==> config.mk <==
export PLATFORM = sky130hd
export DESIGN_NAME = store_buffer
export DESIGN_NICKNAME = d
export VERILOG_FILES = /design/src/rtl/store_buffer.sv
export SDC_FILE = /design/constraint.sdc
export NUM_CORES = 1
export LEC_CHECK = 0
export CORE_MARGIN = 2
export CORE_UTILIZATION = 35
export CTS_BUF_LIST = sky130_fd_sc_hd__clkbuf_16
export CTS_CLUSTER_DIAMETER = 60
export DETAILED_ROUTE_END_ITERATION = 7
export PLACE_DENSITY_LB_ADDON = 0.15
export SETUP_SLACK_MARGIN = 0.5
export SYNTH_ARGS = -nofsm -noshare
export SYNTH_HDL_FRONTEND = slang
export SYNTH_SLANG_ARGS = --single-unit
==> constraint.sdc <==
create_clock -name Clock -period 3.86 [get_ports Clock]
set_clock_uncertainty 0.2 [all_clocks]
set_input_delay 0.965 -clock Clock [delete_from_list [all_inputs] [get_ports Clock]]
set_output_delay 0.965 -clock Clock [all_outputs]
set_load 0.01 [all_outputs]
==> src/rtl/store_buffer.sv <==
// Four-entry store buffer: queues pipeline stores, drains them into the data memory's
// single write port when loads are not using it, and forwards queued data to younger loads.
module store_buffer #(
  parameter int N     = 16,
  parameter int DEPTH = 4,
  parameter int AW    = 10
) (
  input  logic         Clock,
  input  logic         Reset_n,
  input  logic         St_valid,
  input  logic [N-1:0] St_addr,
  input  logic [N-1:0] St_data,
  output logic         St_ready,
  input  logic         Ld_valid,
  input  logic [N-1:0] Ld_addr,
  output logic         Ld_hit,
  output logic [N-1:0] Ld_data,
  output logic [N-1:0] Mem_ad,
  output logic [N-1:0] Mem_wdata,
  output logic         Mem_write,
  output logic         Empty
);

  localparam int PW = $clog2(DEPTH);
  localparam int CW = $clog2(DEPTH + 1);

  logic [AW-1:0] addr_q [DEPTH];
  logic [N-1:0]  data_q [DEPTH];
  logic [PW-1:0] head;
  logic [PW-1:0] tail;
  logic [CW-1:0] count;

  logic push;
  logic pop;
  logic unused_st_addr_hi;

  // Only the low AW address bits reach the memory, so the rest of the store address is dropped.
  assign unused_st_addr_hi = ^St_addr[N-1:AW];

  assign St_ready  = (count < CW'(DEPTH));
  assign Empty     = (count == '0);
  assign push      = St_valid && St_ready;
  assign pop       = (count != '0) && !Ld_valid;
  assign Mem_write = pop;
  assign Mem_ad    = Ld_valid ? Ld_addr : N'(addr_q[head]);
  assign Mem_wdata = data_q[head];

  always_ff @(posedge Clock or negedge Reset_n) begin
    if (!Reset_n) begin
      head  <= '0;
      tail  <= '0;
      count <= '0;
      for (int i = 0; i < DEPTH; i++) begin
        addr_q[i] <= '0;
        data_q[i] <= '0;
      end
    end else begin
      if (push) begin
        addr_q[tail] <= St_addr[AW-1:0];
        data_q[tail] <= St_data;
        tail         <= tail + PW'(1);
      end
      if (pop) begin
        head <= head + PW'(1);
      end
      if (push && !pop) begin
        count <= count + CW'(1);
      end else if (!push && pop) begin
        count <= count - CW'(1);
      end
    end
  end

  // Walk from oldest to youngest so a later match overrides an earlier one.
  always_comb begin
    logic [PW-1:0] idx;
    idx     = '0;
    Ld_hit  = 1'b0;
    Ld_data = '0;
    for (int i = 0; i < DEPTH; i++) begin
      idx = head + PW'(i);
      if ((CW'(i) < count) && (addr_q[idx] == Ld_addr[AW-1:0])) begin
        Ld_hit  = 1'b1;
        Ld_data = data_q[idx];
      end
    end
  end

endmodule
==> reports/metrics.csv, run 1 <==
stage,metric,value,unit
grt,overall routing resource usage,0.203,
power,Pwr Density,917,nW/um2
cts,clock root buffer,clkbuf_16,
critical_path,critical path type,reg -> out,
cts,H-tree Lvls,3,
synthesis,Syn Inst Count,808,
synthesis,area share of the largest cell type after synthesis,0.324,
critical_path,r2r startpoint,count[2]$_DFFE_PN0P_,
routing,total number of vias,7192,
sta,Min Hold Slack,0.303,ns
outcome,failing checks,setup timing,
synthesis,post-synth top area cell,dfrtp_1,
routing,WL per Instance,20.0,um
sta,Final WS setup,-0.608,ns
synthesis,post-synthesis sequential area ratio,0.324,
critical_path,Worst path slowest cell,dfrtp_4,
routing,Vias/cell,5.31,
power,Lkg Pwr,5.22,nW
run,Max Cap Viol,0,
routing,post-route ant nets,0,
grt,initial antenna violation count,0,
synthesis,"top cells by count, synth","mux2_2 (136), dfrtp_1 (111), mux2i_1 (102)",
placed_design,DP Wirelength,17100,um
cts,clock-pin slew on the worst setup and hold paths,0.07,ns
synthesis,Post-synth ARST share,1.00,
synthesis,syn avg cell area,10.6,um2
grt,global-route wire length before repair,40600,um
cts,clk buf depth,2,
die,Rows,57,
cts,worst-skew pair later-pin latency,0.36,ns
synthesis,Synth area leaders,"dfrtp_1 (32%), mux2_2 (18%), mux2i_1 (12%), mux4_2 (3.9%), xnor2_1 (3.7%)",
synthesis,YS warnings,0,
critical_path,CP max stage delay,0.54,ns
grt,overflow left after global routing,0,
grt,number of global-route vias before repair,7305,
sta,Max Slew Vio Count,0,
critical_path,Reg2Reg Setup Slack,1.69,ns
grt,pin count of the biggest net entering global routing,76,
critical_path,crit path DAT,3.30,ns
sta,Finish-stage setup viols,17,
cts,cts bufs inserted,9,
placed_design,routability cong.,0.840,
routing,first drt pass iteration count,5,
critical_path,CP dominant cell by count,buf_6,
synthesis,mapped cell area,8580,um2
sta,min Tclk post-route,4.47,ns
routing,Routed WL,27000,um
sta,part of the cycle the worst path needs,1.16,
min_path,Hold WC Path Type,in -> async,
sta,unrepaired setup endpoints after global routing,yes,
power,Worst IR Drop VDD,0.000305,V
synthesis,top-count cell post-synth,mux2_2,
critical_path,CP Max Fanout,7,
cells_and_area,Layout area overhead,41.8,%
synthesis,"FF+latch count, synth",111,
critical_path,Setup crit end kind,output port,
cells_and_area,antenna cells,0,
cts,# hold bufs at CTS,0,
die,Die Y-Extent,161,um
cells_and_area,fin nets,1086,
cells_and_area,final core utilization,0.503,
sta,Slew @ Worst Pin,0.588,ns
die,die area,25800,um2
cts,CTS tree,built,
die,I/O pin total,104,
routing,number of remaining DRC errors,0,
synthesis,post-synth cell types,64,
critical_path,Worst Setup Start Kind,flip-flop,
die,Starting Density,0.355,
critical_path,Crit Reg-Reg Endpoint,data_q[0]$_DFFE_PN0P_,
placed_design,IO Port Bufs,97,
die,die width,161,um
cts,TritonCTS Sinks,111,
sta,relative slew slack,0.607,
synthesis,Post-Syn Nets,869,
synthesis,ys flop type,dfrtp_1,
critical_path,worst path cell trace,buf_6 > buf_12 > mux2i_1 > buf_4 > xnor2_2 > nor4b_2 > buf_4 > o2111ai_4 > buf_6 > buf_16 > buf_6 > o31ai_4 > o21ai_1 > o32ai_2 > buf_2,
critical_path,CP top delay family,buffers and inverters,
die,Core Box Area,24200,um2
critical_path,path depth of the worst reg2reg path,5,
synthesis,"EDFF count, synth",0,
cells_and_area,fillers,2198,
sta,Final Hold Vio Count,0,
routing,initial drt markers,373,
critical_path,CP Data Required Time,2.69,ns
outcome,outcome,"finished, violations left",
critical_path,crit path buf inv count,8,
sta,f_max,224,MHz
power,overall power,11.2,mW
cells_and_area,share of post-route cells with drive strength above 1,0.483,
sta,Setup TNS,-9.80,ns
## placed cells by master, fill, tap and decap left out, types with 17 or more instances in the layout
master and count:
clkdlybuf4s50_1 43, mux2_2 135, nor2_1 34, a21oi_1 35, buf_6 19, buf_2 29, mux2i_4 23, dfrtp_1 109
mux2i_1 69, o21ai_0 28, buf_4 135, nand2_1 59, buf_12 17, xnor2_1 28
## power by group
| group | internal (mW) | leakage (nW) | switching, mW |
|---|---|---|---|
| logic | 4.28 | 3.76 | 3.63 |
| registers | 1.76 | 1.33 | 0.605 |
| clock network | 0.439 | 0.130 | 0.452 |
## layout make-up
class / count / area [um2] / area share
clock inverters: 7 / 46.3 / 0.00380
inverters: 18 / 67.6 / 0.00555
well taps: 324 / 405 / 0.0333
clock buffers: 9 / 225 / 0.0185
flip-flops and latches: 111 / 2790 / 0.229
multi-input cells: 609 / 6020 / 0.494
repair buffers: 276 / 2620 / 0.216
## worst max-delay path by stage
stage / slack (ns) / to / startpoint / cells after the start
after global routing: -0.72 / Ld_data[9] / head[1]$_DFFE_PN0P_ / 17
after floorplan: 0.09 / Ld_data[14] / Ld_addr[8] / 9
after detailed placement: -1.30 / Ld_data[11] / Ld_addr[8] / 10
after CTS: -0.64 / Ld_data[14] / head[1]$_DFFE_PN0P_ / 15
final: -0.61 / Ld_data[14] / head[1]$_DFFE_PN0P_ / 15
after global placement: -1.24 / Ld_data[11] / Ld_addr[3] / 9
## worst reg2reg max path: cells and delay by family (launching register included)
family | cells | cell delay [ns]
simple gates | 2 | 0.64
buf+inv | 2 | 0.46
flops | 1 | 0.44
mux | 1 | 0.32
## flip-flops by register name (all words and copies together), names as in the netlist
register  count
addr_q       40
count         3
data_q       64
head          2
tail          2
## per-layer routing
layer,GRT usage,share of wire,vias up
met1,0.276,0.47,3602
met5,0,0,-
met2,0.337,0.47,122
met3,0.0248,0.034,34
li1,-,-,3434
met4,0.0696,0.023,0
## timing repair
action,in CTS,in global routing
gates resized for setup,256,71
buffers inserted,22,20
setup endpoints to repair,50,43
pin swaps,23,14
endpoints found under the hold margin,0,0
cloned,7,6
## metrics by stage
step	cell area [um2]	setup slack, ns	cells
floorplan	8790	0.0945	808
global placement	10800	-1.24	1283
detailed placement	10800	-1.30	1283
CTS	11800	-0.641	1328
global route	12200	-0.723	1354
finish	12200	-0.608	1354
## cell families after synthesis
group,count (synthesis),synth area share
adders and majority gates,9,0.0131
xor gates and xnor gates,45,0.0459
buffers and inverters,88,0.0513
and+or+nand+nor,131,0.0735
AOI/OAI and AO/OA,167,0.147
muxes,257,0.346
DFF,111,0.324
Power figures use the tool's default switching activity.
==> inputs of run 2 (changes only) <==
--- a/config.mk
+++ b/config.mk
@@ -11,6 +11,7 @@
 export CTS_CLUSTER_DIAMETER = 60
 export DETAILED_ROUTE_END_ITERATION = 7
 export PLACE_DENSITY_LB_ADDON = 0.15
+export RECOVER_POWER = 100
 export SETUP_SLACK_MARGIN = 0.5
 export SYNTH_ARGS = -nofsm -noshare
 export SYNTH_HDL_FRONTEND = slang
==> run 2 against run 1 <==
Compared with the run above:
- the run ends with capacitance limit, setup timing left
- sequential power about the same
- maximum frequency about the same
- highest routed layer unchanged
- largest power group unchanged
- die area unchanged
==> reports/metrics.csv, run 2 (synthesis results as in run 1) <==
stage,metric,value,unit,change
cts,clock root buffer,clkbuf_16,,
placed_design,DP Wirelength,17100,um,unchanged
sta,Final Hold Vio Count,0,,unchanged
grt,number of global-route vias before repair,7305,,unchanged
die,Starting Density,0.355,,unchanged
sta,Finish-stage setup viols,17,,unchanged
outcome,outcome,"finished, violations left",,
outcome,failing checks,"capacitance limit, setup timing",,
critical_path,path depth of the worst reg2reg path,5,,unchanged
min_path,Hold Path End,data_q[50]$_DFFE_PN0P_,,
placed_design,Place WS,-1.30,ns,unchanged
sta,relative slew slack,0.00126,,-0.606
critical_path,CP Data Required Time,2.69,ns,about the same
cells_and_area,Largest register FFs,64,,unchanged
cells_and_area,antenna cells,0,,unchanged
sta,Setup TNS,-9.81,ns,-0.0136 ns
sta,part of the cycle the worst path needs,1.16,,about the same
cts,TritonCTS Sinks,111,,unchanged
routing,first drt pass iteration count,7,,+2
cts,clk buf depth,2,,unchanged
routing,total number of vias,7235,,+0.60%
run,Max Cap Viol,1,,+1
routing,initial drt markers,380,,+1.9%
critical_path,Reg2Reg Setup Slack,1.31,ns,-0.38 ns
die,die width,161,um,unchanged
critical_path,critical path type,reg -> out,,
cts,# hold bufs at CTS,0,,unchanged
sta,f_max,224,MHz,about the same
cts,CTS tree,built,,
routing,Routed WL,27100,um,about the same
critical_path,r2r startpoint,count[2]$_DFFE_PN0P_,,
cts,clock-pin slew on the worst setup and hold paths,0.08,ns,about the same
die,die area,25800,um2,unchanged
routing,post-route ant nets,0,,unchanged
sta,unrepaired setup endpoints after global routing,yes,,
power,Worst IR Drop VDD,0.000307,V,+0.73%
cts,cts bufs inserted,9,,unchanged
critical_path,Worst Setup Start Kind,flip-flop,,
cts,H-tree Lvls,3,,unchanged
min_path,Hold WC Path Type,reg -> reg,,
sta,min Tclk post-route,4.47,ns,-0.00130 ns
critical_path,CP max stage delay,0.54,ns,about the same
cells_and_area,Final Non-Filler Cells,1354,,unchanged
grt,overflow left after global routing,0,,unchanged
die,I/O pin total,104,,unchanged
power,Lkg Pwr,5.17,nW,-0.89%
cells_and_area,most frequent cells in the layout,"mux2_2 (135), buf_4 (124), dfrtp_1 (109)",,
sta,Final WS setup,-0.607,ns,+0.00130 ns
sta,Slew @ Worst Pin,1.50,ns,+0.910 ns
cells_and_area,share of post-route cells with drive strength above 1,0.476,,-0.00777
cells_and_area,top flop regs,"data_q: 64 flops, addr_q: 40 flops, count: 3 flops",,
critical_path,Worst path slowest cell,dfrtp_4,,
min_path,Hold Path Depth,1,,
cells_and_area,fin nets,1086,,unchanged
die,Core Box Area,24200,um2,unchanged
grt,overall routing resource usage,0.203,,unchanged
die,Die Y-Extent,161,um,unchanged
grt,pin count of the biggest net entering global routing,76,,unchanged
routing,WL per Instance,20.0,um,about the same
die,Rows,57,,unchanged
cells_and_area,Largest Register,data_q,,
routing,number of remaining DRC errors,0,,unchanged
cts,worst-skew pair later-pin latency,0.36,ns,about the same
grt,initial antenna violation count,0,,unchanged
critical_path,Crit Reg-Reg Endpoint,data_q[57]$_DFFE_PN0P_,,
cells_and_area,"commonest non-fill, non-tap cell in the layout",mux2_2,,
placed_design,placed insts,1283,,unchanged
placed_design,routability cong.,0.840,,unchanged
critical_path,CP Max Fanout,9,,+2
sta,Max Slew Vio Count,0,,unchanged
critical_path,worst path cell trace,buf_4 > buf_12 > mux2_2 > a222oi_1 > a31o_2 > o2111a_2 > o311ai_4 > buf_12 > buf_4 > a21boi_2 > o32ai_2 > buf_2,,
power,Pwr Density,922,nW/um2,+0.45%
cells_and_area,Layout area overhead,41.0,%,
critical_path,Setup crit end kind,output port,,
sta,Min Hold Slack,0.331,ns,+0.0274 ns
placed_design,IO Port Bufs,97,,unchanged
critical_path,crit path DAT,3.30,ns,about the same
routing,Vias/cell,5.34,,+0.60%
min_path,Worst Min Path Start,data_q[50]$_DFFE_PN0P_,,
grt,global-route wire length before repair,40600,um,unchanged
-- run 2: per-layer routing --
metal,vias to the layer above,track usage,wire length (um)
li1,3429,-,-
met1,3611,0.276,12800
met2,161,0.337,12600
met3,34,0.0248,1030
met4,0,0.0696,611
met5,-,0,0
-- run 2: how the worst max path moves through the flow --
| stage | startpoint | end | slack (ns) | depth (start not counted) |
|---|---|---|---|---|
| global route | head[1]$_DFFE_PN0P_ | Ld_data[9] | -0.72 | 17 |
| global placement | Ld_addr[3] | Ld_data[11] | -1.24 | 9 |
| finish | head[1]$_DFFE_PN0P_ | Ld_data[11] | -0.61 | 12 |
| floorplan | Ld_addr[8] | Ld_data[14] | 0.09 | 9 |
| CTS | head[1]$_DFFE_PN0P_ | Ld_data[14] | -0.64 | 15 |
| detailed placement | Ld_addr[8] | Ld_data[11] | -1.30 | 10 |
-- run 2: layout make-up --
| cell class | count | area [um2] |
|---|---|---|
| clock buffers | 9 | 225 |
| multi-input cells | 609 | 6020 |
| fillers | 2212 | 12100 |
| well taps | 324 | 405 |
| inverters | 18 | 67.6 |
| flip-flops and latches | 111 | 2790 |
| repair buffers | 276 | 2550 |
| clock inverters | 7 | 46.3 |
-- run 2: through the flow --
stage	util	area (um2)	power [mW]
after floorplan	-	8790	6.60
final	0.500	12100	11.2
after CTS	0.487	11800	10.6
after detailed placement	0.445	10800	8.86
after global routing	0.500	12100	11.9
after global placement	0.445	10800	8.81
-- run 2: report_power, final --
| part | switching (mW) | total [mW] | leakage, nW | internal (mW) |
|---|---|---|---|---|
| logic | 3.63 | 7.89 | 3.71 | 4.26 |
| clock network | 0.459 | 0.898 | 0.130 | 0.439 |
| registers | 0.603 | 2.37 | 1.33 | 1.76 |
-- run 2: timing repair --
item / CTS / global route
buffers inserted: 22 / 20
pin swaps: 23 / 14
resized for setup: 256 / 71
setup endpoints to repair: 50 / 43
cloned: 7 / 6
-- run 2: critical path, delay by kind of cell, from the launching register on --
kind            cells  cell delay, ns
compound gates      6            1.28
buf+inv             5            0.80
flops               1            0.54
mux                 1            0.29
==> variant (flow settings as in run 2) <==
`N`: 16 -> 18.
--- a/src/rtl/store_buffer.sv
+++ b/src/rtl/store_buffer.sv
@@ -2,5 +2,5 @@
 // single write port when loads are not using it, and forwards queued data to younger loads.
 module store_buffer #(
-  parameter int N     = 16,
+  parameter int N     = 18,
   parameter int DEPTH = 4,
   parameter int AW    = 10
Interface: changed (6 resized); port bits go from 104 to 116. The function was not compared with the original's and may differ.
==> variant against run 2 <==
- the run ends with capacitance limit, slew limit, setup timing left
- global-route usage rose by 2.6 points
- sequential cell count grew 8
- total power grew 14%
- routed wire length increased by 11%
- synthesized area about the same
- setup slack improved by 0.0082 ns
- design area grew 11%
- non-clock buffer count grew 48
- largest cell class unchanged
==> variant: results (changes against run 2) <==
{| class="wikitable"
! Metric !! Value
|-
| Clock network latency to the later pin of the worst-skew pair || 0.42 ns (+0.06 ns)
|-
| Clock-pin slew on the worst setup and hold paths || 0.06 ns (-0.02 ns)
|-
| Slew headroom || -23.81% (-24 points)
|-
| DPL Wire Length || 18.97 mm (+11%)
|-
| Share of layout cells above drive strength 1 || 53.09% (+5.5 points)
|-
| Vias per Instance || 5.471 (+2.4%)
|-
| Largest registers || data_q: 72 flops, addr_q: 40 flops, count: 3 flops
|-
| Worst Path Arrival || 3.29 ns (about the same)
|-
| Status || finished with violations
|-
| Pin count of the biggest net entering global routing || 74 (-2.6%)
|-
| Vias in the first global route || 7940 (+8.7%)
|-
| Initial detailed-routing violation count || 516 (+36%)
|-
| Cell Area, Placed || 11360 um2 (+5.7%)
|-
| Top cells by area, synth || dfrtp_1 35%, mux2_2 19%, mux2i_1 11%
|-
| Smallest setup slack after layout || -0.5985 ns (+0.008224 ns)
|-
| Count of buffers inserted at the top-level ports || 107 (+10%)
|-
| Total leakage power || 5.686 nW (+9.9%)
|-
| Final setup viols || 19 (+2)
|-
| Number of nets in the finished design || 1156 (+6.4%)
|-
| H-tree levels || 4 (+1)
|-
| Met2 Use GR || 36.64% (+3.0 points)
|-
| Detailed Routing Iterations Pass 1 || 5 (-2)
|-
| Number of nets produced by synthesis || 881 (+1.4%)
|-
| Proportion of synthesized chip area in sequential cells || 34.67% (+2.3 points)
|-
| Failing checks || capacitance limit, slew limit, setup timing
|-
| Met1 track demand over resource || 31.36% (+3.7 points)
|-
| Number of maximum-capacitance constraint violations || 1 (unchanged)
|-
| Post-placement worst setup slack || -1.235 ns (+0.06245 ns)
|-
| All-Layer GR Usage || 22.94% (+2.6 points)
|-
| Global-route wire length before repair || 45.53 mm (+12%)
|-
| Max Slew Vio Count || 74 (+74)
|}
[variant: worst max-delay path: stages, from the launching register on]
cell       delay, ns
dfrtp_4         0.55
buf_12          0.18
buf_6           0.12
mux2i_4         0.18
xnor2_2         0.14
buf_4           0.16
nor4_4          0.24
buf_4           0.19
o221a_4         0.33
buf_8           0.17
o2111ai_1       0.13
o211a_1         0.17
a2bb2oi_2       0.17
buf_2           0.15
[variant: path summary, 6_finish.rpt]
check | cells after the start | to | slack [ns] | from
max | 13 | Ld_data[9] | -0.60 | head[1]
min | 1 | data_q[66] | 0.33 | data_q[66]
max reg2reg | 5 | addr_q[9] | 1.18 | count[2]
min reg2reg | 1 | data_q[66] | 0.33 | data_q[66]
max in group asynchronous | 2 | data_q[2] | 0.77 | Reset_n
min in group asynchronous | 1 | count[1] | 0.84 | Reset_n
[variant: area by class of cell]
class | instances | area, um2 | area share, %
Inverter | 17 | 76.32 | 0.5664
Tap cell | 324 | 405.4 | 3.009
Timing Repair Buffer | 324 | 3123 | 23.18
Sequential cell | 119 | 2983 | 22.14
Multi-Input combinational cell | 610 | 6299 | 46.75
Clock buffer | 17 | 425.4 | 3.157
Clock inverter | 15 | 162.7 | 1.207
[variant: logic make-up (layout without fill, tap and decap cells)]
| logic type | count (synthesis) | after routing | share of synthesized area (%) |
|---|---|---|---|
| adders and majority gates | 9 | 9 | 1.311 |
| DFF | 119 | 119 | 34.67 |
| xor gates and xnor gates | 48 | 48 | 4.894 |
| AOI/OAI and AO/OA | 153 | 153 | 13.05 |
| and+or+nand+nor | 150 | 151 | 8.478 |
| buffers and inverters | 86 | 373 | 5.025 |
| muxes | 249 | 249 | 32.57 |
[variant: timing repair]
action / CTS / global route
endpoints found under the setup margin: 56 / 46
pin swaps: 27 / 13
gates resized for setup: 265 / 95
hold endpoints to repair: 0 / 0
buffers inserted: 41 / 7
cloned: 11 / 5
[variant: routing by layer]
| metal | vias to the layer above | part of all wire, % |
|---|---|---|
| met2 | 260 | 46 |
| met3 | 44 | 5.8 |
| met5 | - | 0 |
| met4 | 0 | 2.1 |
| met1 | 3886 | 46 |
| li1 | 3612 | - |
[variant: per-stage QoR]
step	TNS, ns	utilization [%]	std cells
after floorplan	0	-	814
after global placement	-21.89	47.00	1330
after detailed placement	-22.32	47.00	1330
after CTS	-10.38	54.00	1414
after global routing	-12.47	55.73	1426
final	-10.53	55.73	1426
[variant: power breakdown]
group | switching, mW | internal, mW
registers | 0.600 | 1.89
clock network | 0.612 | 1.00
logic | 3.96 | 4.66
total | 5.17 | 7.55
